[config.mk]
export PLATFORM = sky130hd
export DESIGN_NAME = poca_nlfsr_seq
export DESIGN_NICKNAME = d
export VERILOG_FILES = /design/src/rtl/poca_nlfsr_seq.sv
export SDC_FILE = /design/constraint.sdc
export NUM_CORES = 1
export LEC_CHECK = 0
export ABC_AREA = 1
export BUFFER_PORTS_ARGS = -buffer_cell sky130_fd_sc_hd__buf_2
export CAP_MARGIN = 5
export CORE_MARGIN = 1
export CORE_UTILIZATION = 50
export CTS_CLUSTER_DIAMETER = 50
export DETAILED_ROUTE_END_ITERATION = 8
export PLACE_DENSITY = 0.76
export SYNTH_ARGS = -nofsm -noshare
export SYNTH_HDL_FRONTEND = slang
export SYNTH_SLANG_ARGS = --single-unit
[constraint.sdc]
create_clock -name clk -period 3.45 [get_ports clk]
set_clock_uncertainty 0.1 [all_clocks]
set_input_delay 0.1725 -clock clk [delete_from_list [all_inputs] [get_ports clk]]
set_output_delay 0.1725 -clock clk [all_outputs]
set_load 0.1 [all_outputs]
[src/rtl/poca_nlfsr_seq.sv]
// rtl/poca_nlfsr_seq.sv - challenge sequencer wrapped around the 32-bit POCA NLFSR
module poca_nlfsr_seq #(
  parameter int RUN_CYCLES = 64,
  parameter int FLIP_W     = 32,
  parameter int CNT_W      = 8
) (
  input  logic              clk,
  input  logic              rst_n,
  input  logic              chal_valid,
  output logic              chal_ready,
  input  logic [31:0]       chal_seed,
  input  logic [FLIP_W-1:0] chal_flip,
  input  logic              abort,
  output logic              nlfsr_load,
  output logic [31:0]       nlfsr_seed,
  output logic              nlfsr_start,
  output logic              nlfsr_flip,
  input  logic              nlfsr_out,
  input  logic [31:0]       nlfsr_state,
  output logic              resp_valid,
  input  logic              resp_ready,
  output logic [31:0]       resp_data,
  output logic [CNT_W-1:0]  resp_ones,
  output logic              busy
);

  typedef enum logic [2:0] {
    S_IDLE    = 3'd0,
    S_LOAD    = 3'd1,
    S_RUN     = 3'd2,
    S_CAPTURE = 3'd3,
    S_RESP    = 3'd4
  } state_t;

  localparam logic [CNT_W-1:0] LAST_K = CNT_W'(RUN_CYCLES - 1);

  state_t            state, state_next;
  logic [FLIP_W-1:0] flip_sr, flip_sr_next;
  logic [CNT_W-1:0]  run_cnt, run_cnt_next;
  logic [CNT_W-1:0]  ones, ones_next;

  logic              load_next, start_next, flip_next;
  logic [31:0]       seed_next;
  logic              resp_valid_next;
  logic [31:0]       resp_data_next;
  logic [CNT_W-1:0]  resp_ones_next;
  logic              busy_next;

  // Ready is a pure decode of IDLE, held low while reset is asserted.
  assign chal_ready = (state == S_IDLE) && rst_n;

  // Next-state and next-output logic; every NLFSR control is computed one
  // cycle ahead so the registered outputs line up with the state they serve.
  always_comb begin
    state_next      = state;
    flip_sr_next    = flip_sr;
    run_cnt_next    = run_cnt;
    ones_next       = ones;
    load_next       = 1'b0;
    start_next      = 1'b0;
    flip_next       = 1'b0;
    seed_next       = nlfsr_seed;
    resp_valid_next = 1'b0;
    resp_data_next  = resp_data;
    resp_ones_next  = resp_ones;

    case (state)
      S_IDLE: begin
        if (chal_valid && chal_ready) begin
          state_next   = S_LOAD;
          seed_next    = chal_seed;
          flip_sr_next = chal_flip;
          load_next    = 1'b1;
        end
      end
      S_LOAD: begin
        run_cnt_next = '0;
        ones_next    = '0;
        state_next   = S_RUN;
        // First run cycle: start the shift and present schedule bit 0.
        start_next   = 1'b1;
        flip_next    = flip_sr[0];
        flip_sr_next = flip_sr >> 1;
      end
      S_RUN: begin
        // nlfsr_out is bit 0 of the state before this edge's shift.
        ones_next    = ones + {{(CNT_W-1){1'b0}}, nlfsr_out};
        run_cnt_next = run_cnt + CNT_W'(1);
        if (run_cnt == LAST_K) begin
          state_next = S_CAPTURE;
        end else begin
          // The schedule drains to zero, so run cycles past FLIP_W get no flip.
          start_next   = 1'b1;
          flip_next    = flip_sr[0];
          flip_sr_next = flip_sr >> 1;
        end
      end
      S_CAPTURE: begin
        resp_data_next  = nlfsr_state;
        resp_ones_next  = ones;
        resp_valid_next = 1'b1;
        state_next      = S_RESP;
      end
      S_RESP: begin
        if (resp_ready) begin
          state_next = S_IDLE;
        end else begin
          resp_valid_next = 1'b1;
        end
      end
      default: begin
        state_next = S_IDLE;
      end
    endcase

    // Abort beats chal_valid and resp_ready: drop everything, keep old response.
    if (abort && (state != S_IDLE)) begin
      state_next      = S_IDLE;
      load_next       = 1'b0;
      start_next      = 1'b0;
      flip_next       = 1'b0;
      resp_valid_next = 1'b0;
      resp_data_next  = resp_data;
      resp_ones_next  = resp_ones;
    end

    busy_next = (state_next != S_IDLE);
  end

  // State, counters and all registered outputs.
  always_ff @(posedge clk or negedge rst_n) begin
    if (!rst_n) begin
      state       <= S_IDLE;
      flip_sr     <= '0;
      run_cnt     <= '0;
      ones        <= '0;
      nlfsr_load  <= 1'b0;
      nlfsr_start <= 1'b0;
      nlfsr_flip  <= 1'b0;
      nlfsr_seed  <= '0;
      resp_valid  <= 1'b0;
      resp_data   <= '0;
      resp_ones   <= '0;
      busy        <= 1'b0;
    end else begin
      state       <= state_next;
      flip_sr     <= flip_sr_next;
      run_cnt     <= run_cnt_next;
      ones        <= ones_next;
      nlfsr_load  <= load_next;
      nlfsr_start <= start_next;
      nlfsr_flip  <= flip_next;
      nlfsr_seed  <= seed_next;
      resp_valid  <= resp_valid_next;
      resp_data   <= resp_data_next;
      resp_ones   <= resp_ones_next;
      busy        <= busy_next;
    end
  end

endmodule

==> results of run 1 <==
[layout by cell type (no fill, tap or decap)]
cell type	n
nand2_1	311
dfrtp_1	128
nand4_1	33
nand2_2	2
bufinv_16	2
nor2_2	2
nand3_1	44
clkinvlp_4	1
buf_4	9
o22ai_1	2
dlygate4sd3_1	93
inv_2	4
clkbuf_8	5
buf_2	178
o31ai_1	2
o21ai_0	50
nor3_1	1
nor2_1	16
clkbuf_16	17
nand3b_1	2
nand4_2	1
xor2_1	2
clkbuf_1	3
nand3_2	1
clkinv_2	2
ha_1	3
inv_1	56
[worst register-to-register path, stage by stage, from the launching register on]
cell     delay [ps]
dfrtp_1         460
inv_2            70
nand2_2         430
nand3_1         170
nand2_1         110
buf_4           330
nand2_2         450
nand2_1         190
nand2_1          80
[routing by layer]
| layer | share of wire | wire length [um] |
|---|---|---|
| met1 | 0.40 | 6570 |
| met5 | 0 | 0 |
| met2 | 0.50 | 8260 |
| met4 | 0.038 | 627 |
| met3 | 0.058 | 956 |
[per-stage QoR]
| stage | hold WS, ps | area [sq um] |
|---|---|---|
| floorplan | -223 | 5650 |
| global placement | -62.1 | 6620 |
| detailed placement | -60.0 | 6620 |
| CTS | 2.09 | 8130 |
| global route | 9.10 | 8130 |
| finish | 16.3 | 8130 |
[registers in the layout, summed over array words and instances (netlist names)]
signal       cells
busy             1
flip_sr         32
nlfsr_flip       1
nlfsr_load       1
nlfsr_seed      32
nlfsr_start      1
ones             8
resp_data       32
resp_ones        8
resp_valid       1
run_cnt          8
state            3
[path summary, 6_finish.rpt]
| path | cells past startpoint | start | to |
|---|---|---|---|
| setup reg to reg | 8 | state[1]$_DFF_PN0_ | flip_sr[29]$_DFFE_PN0P_ |
| min in group asynchronous | 2 | rst_n | flip_sr[3]$_DFFE_PN0P_ |
| setup / recovery | 8 | state[1]$_DFF_PN0_ | flip_sr[29]$_DFFE_PN0P_ |
| hold / removal | 5 | chal_flip[22] | flip_sr[22]$_DFFE_PN0P_ |
| hold reg to reg | 2 | nlfsr_seed[26]$_DFFE_PN0P_ | nlfsr_seed[26]$_DFFE_PN0P_ |
| max in group asynchronous | 3 | rst_n | resp_data[29]$_DFFE_PN0P_ |
[cell families after synthesis]
group,count (synthesis),share of synthesized area
buffers and inverters,98,0.0701
adders and majority gates,3,0.00664
DFF,128,0.566
AOI/OAI and AO/OA,54,0.0491
and+or+nand+nor,413,0.304
xor gates and xnor gates,2,0.00310
[power by group through the flow]
| stage | logic [mW] | registers, mW | clock network [mW] |
|---|---|---|---|
| final | 2.64 | 2.09 | 1.77 |
| after floorplan | 0.502 | 3.63 | 0 |
| after global placement | 2.49 | 2.08 | 0 |
| after detailed placement | 2.54 | 2.09 | 0 |
| after CTS | 2.61 | 2.08 | 1.79 |
| after global routing | 2.76 | 2.14 | 1.86 |
[final cells by class]
type	instances	area, sq um
Sequential cell	128	3200
Clock buffer	25	505
Multi-Input combinational cell	472	2050
Inverter	60	225
Tap cell	140	175
Timing Repair Buffer	280	1890
Fill cell	781	2810
Clock inverter	5	77.6
[synth_stat cells, drive strengths merged]
library cell,number
nand2,313
dfrtp,128
inv,60
o21ai,50
nand3,45
nand4,34
clkbuf,22
nor2,18
buf,16
ha,3
nand3b,2
o22ai,2
o31ai,2
xor2,2
nor3,1
==> impl_metrics.toml, run 1 <==
[setup_path]
worst_path_largest_cell_delay_ps = 460
crit_slowest_cell = "dfrtp_1"
r2r_slack_ps = 960
end_kind = "flip-flop"
cp_cell_sequence = "inv_2 -> nand2_2 -> nand3_1 -> nand2_1 -> buf_4 -> nand2_2 -> nand2_1 -> nand2_1"
startpoint_type = "flip-flop"
cp.arrival_ps = 2680
crit_family = "simple AND/OR/NAND/NOR gates"
crit_buf_inv = 2
required_ps = 3640
worstPathMaxFanout = 33
cpMostUsedCell = "nand2_1"
critPathKind = "reg2reg"

[placed_design]
place_congestion = 0.826
portBuffers = 179
place.detailed.hpwl_um = 9390
place_ws_ps = 1010
placed_cells = 987

[synth]
yosys_warnings = 0
avgSynthCellArea_sq_um = 8.10
ys_seq_area_frac = 0.566
yosys_register_bits = 128
synth_nets = 803
yosysTopAreaCellShare = 0.566
netlist_area_sq_um = 5650
synth_area_leaders = "dfrtp_1 (57%), nand2_1 (21%), o21ai_0 (4.4%)"
syn_inst = 698
synth_cell_types = 22
synth_top_cell_by_area = "dfrtp_1"

[power]
intPower_mw = 3.49
switching_share = 0.463
max-vdd-ir-drop_v = 0.000593
switching_power_mw = 3.01
p_comb_frac = 0.406
clkPwrFrac = 0.273
power_density_nw_per_um2 = 799
power_mw = 6.50
power.share.sequential = 0.322
power_leakage_nw = 4.58

[route]
wl_per_cell_um = 14.8
detail-route-antenna-nets = 0
drt-total-wl_um = 16400
first_iter_violations = 423
vias = 5693
via_per_inst = 5.13
drc_errors = 0
firstDrtPassIters = 5

[clock_tree]
post_cts_buffers = 0
htree_levels = 4
cts_inserted_buffers = 17
cts_sinks = 128
post_cts_resized = 0
cts_tree = "done"
path_clk_slew_ps = 60
clockRootBuffer = "clkbuf_16"
clockBufferDepth = 2
cts_hold_buffers = 93
clk_latency_ps = 410

[sta]
max_freq_ghz = 0.401
rsz0062_at_grt = "no"
worst_slack_ps = 958
fin_crit_sh = 0.722
slew_violations = 0
final-setup-viol-count = 0
finalHoldViolCount = 0
worst_pin_slew_ps = 784
min_period_ps = 2490
slew_headroom = 0.477
finalSetupTns_ps = 0

[floorplan]
num_rows = 38
die_h_um = 108
die-area_sq_um = 11700
fp.coreArea_sq_um = 10900
start_util = 0.517
fp.dieW_um = 108
ios = 180

[global_route]
grt_max_degree = 83
overflow = 0
grt_pass1_wl_um = 26600
grt_util_met3 = 0.0766
groute.usage.overall = 0.297
grt_antenna_before_repair = 0
use_met2 = 0.497
met1_usage = 0.353
busiest_layer = "met2"
grt_pass1_vias = 5675

[layout]
nNetsFinal = 1064
diodes = 0
final_util = 0.743
stdcell_count = 1110
area_delta_synth_final_pct = 43.8
drive_gt1_frac = 0.231

[worst_hold_path]
worstHoldPathType = "in2reg"

[run]
maxCapViolCount = 0

[run_status]
status = "finished clean"
Power figures use the tool's default switching activity.
==> inputs of run 2 (changes only) <==
Clock period 3.45 ns to 2.4 ns, I/O delays scaled along.
==> run 2 against run 1 <==
Cell count grew 1.1%; global-route usage grew 0.60 points; sequential cell count is the same; first-iteration DRC count grew 3.5%; non-clock buffer count grew 10; cell area grew 2.0%; combinational power grew 45%; setup slack lost 750 ps; core utilization grew 1.5 points; total power grew 46%; sequential power grew 44%.
==> impl_metrics.toml, run 2 (synthesized netlist as in run 1, its figures left out) <==
[clock_tree]
htree_levels = 4
cts_tree = "done"
post_cts_buffers = 0
cts_inserted_buffers = 17
clk_latency_ps = 410
clockBufferDepth = 2
clockRootBuffer = "clkbuf_16"
cts_sinks = 128
cts_hold_buffers = 100
path_clk_slew_ps = 50
post_cts_resized = 0

[layout]
area_delta_synth_final_pct = 46.6
final_common_cell = "nand2_1"
drive_gt1_frac = 0.235
largestRegisters = "flip_sr: 32 flops, nlfsr_seed: 32 flops, resp_data: 32 flops"
nNetsFinal = 1074
final_cell_mix = "nand2_1 (311), buf_2 (178), dfrtp_1 (128), dlygate4sd3_1 (100), inv_1 (56)"
final_util = 0.758

[setup_path]
required_ps = 2180
crit_slowest_cell = "buf_2"
critPathLaunch = "state[2]$_DFF_PN0_"
cp_cell_sequence = "inv_2 -> buf_4 -> nand2_1 -> nor2_2 -> buf_2"
r2r_start = "state[0]$_DFF_PN0_"
reg2reg_to = "flip_sr[8]$_DFFE_PN0P_"
r2r_slack_ps = 450
end_kind = "primary output"
worstPathMaxFanout = 32
worst_path_largest_cell_delay_ps = 440
startpoint_type = "flip-flop"
r2r_cells = 6
critPathKind = "reg2out"
cp.arrival_ps = 1970

[global_route]
grt_max_degree = 129
overflow = 0
grt_antenna_before_repair = 1
groute.usage.overall = 0.303
grt_pass1_vias = 5768
grt_pass1_wl_um = 27200

[power]
intPower_mw = 5.18
switching_power_mw = 4.34
max-vdd-ir-drop_v = 0.000826
power_leakage_nw = 4.66
clkPwrFrac = 0.283
switching_share = 0.455
p_comb_frac = 0.401
power.share.sequential = 0.315
power_density_nw_per_um2 = 1150

[sta]
fin_crit_sh = 0.913
finalSetupTns_ps = 0
max_freq_ghz = 0.457
worst_pin_slew_ps = 664
min_period_ps = 2190
finalHoldViolCount = 0
final-setup-viol-count = 0
rsz0062_at_grt = "no"
slew_violations = 0
slew_headroom = 0.557

[worst_hold_path]
holdPathStages = 5
hp-start = "chal_valid"
hold_path_end = "nlfsr_seed[17]$_DFFE_PN0P_"
worstHoldPathType = "in2reg"

[floorplan]
die-area_sq_um = 11700
die_h_um = 108
fp.dieW_um = 108
start_util = 0.517
fp.coreArea_sq_um = 10900
ios = 180
num_rows = 38

[placed_design]
portBuffers = 179
place_congestion = 0.814
place.detailed.hpwl_um = 9000

[run]
maxCapViolCount = 0

[route]
vias = 5849
wl_per_cell_um = 14.8
via_per_inst = 5.21
detail-route-antenna-nets = 0
drc_errors = 0
first_iter_violations = 438
drt-total-wl_um = 16600
firstDrtPassIters = 5

[run_status]
status = "finished clean"
==> run 2: worst max-delay path: cells and delay by family (launching register included) <==
family,cells,cell delay (ps)
buffers and inverters,3,900
AND/OR/NAND/NOR,2,260
flip-flops,1,400
==> run 2: per-layer routing <==
layer	global-route usage	routed length [um]	share of wire	vias to the layer above
met2	0.500	8370	0.50	291
met4	0.156	640	0.038	0
met1	0.367	6500	0.39	2750
met3	0.0778	1130	0.068	61
li1	-	-	-	2747
met5	0	0	0	-
==> run 2: layout make-up <==
cell class | instances | area (sq um)
clock buffer | 28 | 567
fill | 735 | 2650
clock inverter | 3 | 65.1
multi-input combinational | 472 | 2060
timing repair buffer | 290 | 1990
antenna | 1 | 2.50
tap | 140 | 175
inverter | 60 | 225
sequential | 128 | 3200
==> run 2: power by group through the flow <==
stage	clock (mW)	combinational (mW)	sequential, mW
CTS	2.73	3.78	2.98
global placement	0	3.58	2.98
detailed placement	0	3.65	2.99
finish	2.69	3.82	3.00
global route	2.82	4.01	3.05
floorplan	0	0.722	5.21
==> run 2: how the worst max path moves through the flow <==
stage	slack (ps)	depth (start not counted)	end
final	210	5	chal_ready
after global routing	90	5	chal_ready
after CTS	200	5	chal_ready
after detailed placement	460	6	flip_sr[13]$_DFFE_PN0P_
after global placement	550	6	flip_sr[0]$_DFFE_PN0P_
after floorplan	430	5	chal_ready
==> run 2: per-stage QoR <==
stage	setup slack, ps	total power [mW]	instances	cell area (sq um)	hold WS [ps]
2_1_floorplan	429	5.94	698	5660	-276
3_3_place_gp	552	6.56	990	6650	213
3_5_place_dp	463	6.64	990	6650	221
4_1_cts	202	9.49	1121	8290	237
5_1_grt	87.9	9.88	1122	8290	294
6_report	210	9.52	1122	8290	256
==> inputs of run 3 (changes only) <==
Settings changed: ABC_AREA 1 to unset, CORE_MARGIN 1 to 8, PLACE_DENSITY 0.76 to 0.77.
==> run 3 against run 2 <==
Core utilization increased by 1.5 points; via count fell by 25%; hold slack got worse by 200 ps; critical path depth fell by 2; cell count decreased by 26%; setup slack improved by 21 ps; total power is 4.9% higher; sequential share of layout area rose by 1.5 points; clock power down 10%; critical path type unchanged; critical endpoint unchanged.
==> impl_metrics.toml, run 3 <==
[setup_path]
startpoint_type = "flip-flop"
cp.arrival_ps = 1950
worstPathMaxFanout = 9
required_ps = 2180
critPathKind = "reg2out"
r2r_slack_ps = 370
crit_buf_inv = 2
worst_path_largest_cell_delay_ps = 480
crit_slowest_cell = "dfrtp_1"
cp_cell_sequence = "buf_4 -> nor4b_4 -> buf_2"
end_kind = "primary output"
critPathLaunch = "state[2]$_DFF_PN0_"
crit_family = "buffers and inverters"
r2r_start = "state[1]$_DFF_PN0_"

[layout]
final_cell_mix = "buf_2 (178), dfrtp_1 (128), dlygate4sd3_1 (102), mux2_2 (71), a21oi_1 (65)"
area_delta_synth_final_pct = 50.3
final_area_sq_um = 7980
final_common_cell = "buf_2"
final_util = 0.773
drive_gt1_frac = 0.431
nNetsFinal = 790
largestRegisters = "flip_sr: 32 flops, nlfsr_seed: 32 flops, resp_data: 32 flops"

[sta]
final-setup-viol-count = 0
min_period_ps = 2170
worst_slack_ps = 231
slew_headroom = 0.588
finalHoldViolCount = 0
rsz0062_at_grt = "no"
slew_violations = 0
fin_crit_sh = 0.904
max_freq_ghz = 0.461
worst_pin_slew_ps = 617

[floorplan]
fp.coreArea_sq_um = 10300
die-area_sq_um = 14200
die_h_um = 119
num_rows = 37
ios = 180
start_util = 0.514
fp.dieW_um = 119

[power]
intPower_mw = 5.17
max-vdd-ir-drop_v = 0.00105
p_comb_frac = 0.445
power_leakage_nw = 3.90
switching_power_mw = 4.81
switching_share = 0.482
clkPwrFrac = 0.242
power_mw = 9.99
power_density_nw_per_um2 = 1250
power.share.sequential = 0.313

[synth]
synth_top_family_by_area = "multiplexers"
yosysMostFrequentCell = "dfrtp_1"
synth_cell_types = 39
synth_flop_cell = "dfrtp_1"
synth_adder_area_share = 0.00896
avgSynthCellArea_sq_um = 13.1
synth_mux_area_frac = 0.217
synth_top_cell_by_area = "dfrtp_1"
synth_area_leaders = "dfrtp_1 (60%), mux2_2 (15%), mux2i_1 (6.4%)"
synthXorXnorAreaFrac = 0.00165
yosys_register_bits = 128
synth_edf_count = 0
synth-simple-area-share = 0.0446
synth_compound_area_frac = 0.0960
ys_async_sr_fraction = 1.00
yosysTopAreaCellShare = 0.604
netlist_area_sq_um = 5310
synth_common_cells = "dfrtp_1 (128), mux2_2 (72), a21oi_1 (65)"
yosys_warnings = 0
ys_seq_area_frac = 0.604
syn_inst = 405
synth_nets = 510

[global_route]
grt_antenna_before_repair = 1
grt_max_degree = 118
groute.usage.overall = 0.226
overflow = 0
grt_pass1_vias = 4843
grt_pass1_wl_um = 25400

[route]
firstDrtPassIters = 4
drc_errors = 0
via_per_inst = 5.28
first_iter_violations = 241
vias = 4407
wl_per_cell_um = 19.0
drt-total-wl_um = 15900
detail-route-antenna-nets = 0

[clock_tree]
clockBufferDepth = 2
path_clk_slew_ps = 60
cts_hold_buffers = 102
htree_levels = 4
cts_inserted_buffers = 17
clockRootBuffer = "clkbuf_8"
cts_tree = "done"
clk_latency_ps = 510
cts_sinks = 128
post_cts_buffers = 0
post_cts_resized = 0

[worst_hold_path]
worstHoldPathType = "in2reg"
hp-start = "chal_valid"

[placed_design]
place.detailed.hpwl_um = 9060
place_congestion = 0.727
place_ws_ps = 427
portBuffers = 179
dpl_cell_area_sq_um = 6390

[run]
maxCapViolCount = 0

[run_status]
status = "finished clean"
run 3: changes by cell type in the layout (fill, tap and decap cells not counted), sizes merged, moves of 8 or more:
cell,previous run,this run
a21oi,0,65
clkbuf,28,20
inv,60,3
mux2,0,72
mux2i,0,34
nand2,313,13
nand3,45,6
nand4,34,4
nor2,18,6
o21ai,50,14
run 3: power groups by stage:
stage	clock, mW	combinational, mW	sequential [mW]
after global routing	2.55	4.59	3.19
final	2.42	4.44	3.13
after detailed placement	0	4.27	3.11
after CTS	2.44	4.41	3.09
after floorplan	0	0.870	5.70
after global placement	0	4.21	3.08
run 3: logic make-up (layout without fill, tap and decap cells):
family                     Yosys count  count (layout)
and+or+nand+nor                     42              42
adders and majority gates            4               4
AOI/OAI and AO/OA                   93              93
xor gates and xnor gates             1               1
buffers and inverters               31             324
DFF                                128             128
muxes                              106             106
other                                0               1
run 3: worst paths after layout:
check | endpoint | depth (start not counted)
max in group asynchronous | flip_sr[4]$_DFFE_PN0P_ | 3
worst min register to register | nlfsr_flip$_DFF_PN0_ | 1
worst max register to register | ones[7]$_DFFE_PN0N_ | 5
worst max-delay path | chal_ready | 3
worst min-delay path | nlfsr_load$_DFF_PN0_ | 4
min in group asynchronous | resp_valid$_DFF_PN0_ | 3
run 3: final cells by class:
class | count | area [sq um]
antenna | 1 | 2.50
clock buffer | 20 | 455
clock inverter | 12 | 110
fill | 613 | 2350
inverter | 2 | 7.51
multi-input combinational | 246 | 1990
sequential | 128 | 3200
tap | 136 | 170
timing repair buffer | 290 | 2040
run 3: tightest hold or removal path, delay by kind of cell:
| family | cells | cell delay [ps] |
|---|---|---|
| buffers and inverters | 3 | 440 |
| and+or+nand+nor | 1 | 40 |
run 3: routing by layer:
metal | GRT usage | vias to the layer above | part of all wire
met2 | 0.414 | 166 | 0.55
met1 | 0.236 | 2190 | 0.37
met3 | 0.0690 | 31 | 0.057
li1 | - | 2020 | -
met4 | 0.0870 | 0 | 0.025
met5 | 0 | - | 0
run 3: through the flow:
step                TNS [ps]  std cells  hold slack, ps
global route               0        835            89.5
CTS                        0        834            44.3
detailed placement         0        700            -121
global placement           0        700            -119
finish                     0        835            55.9
floorplan              -6430        405            -276
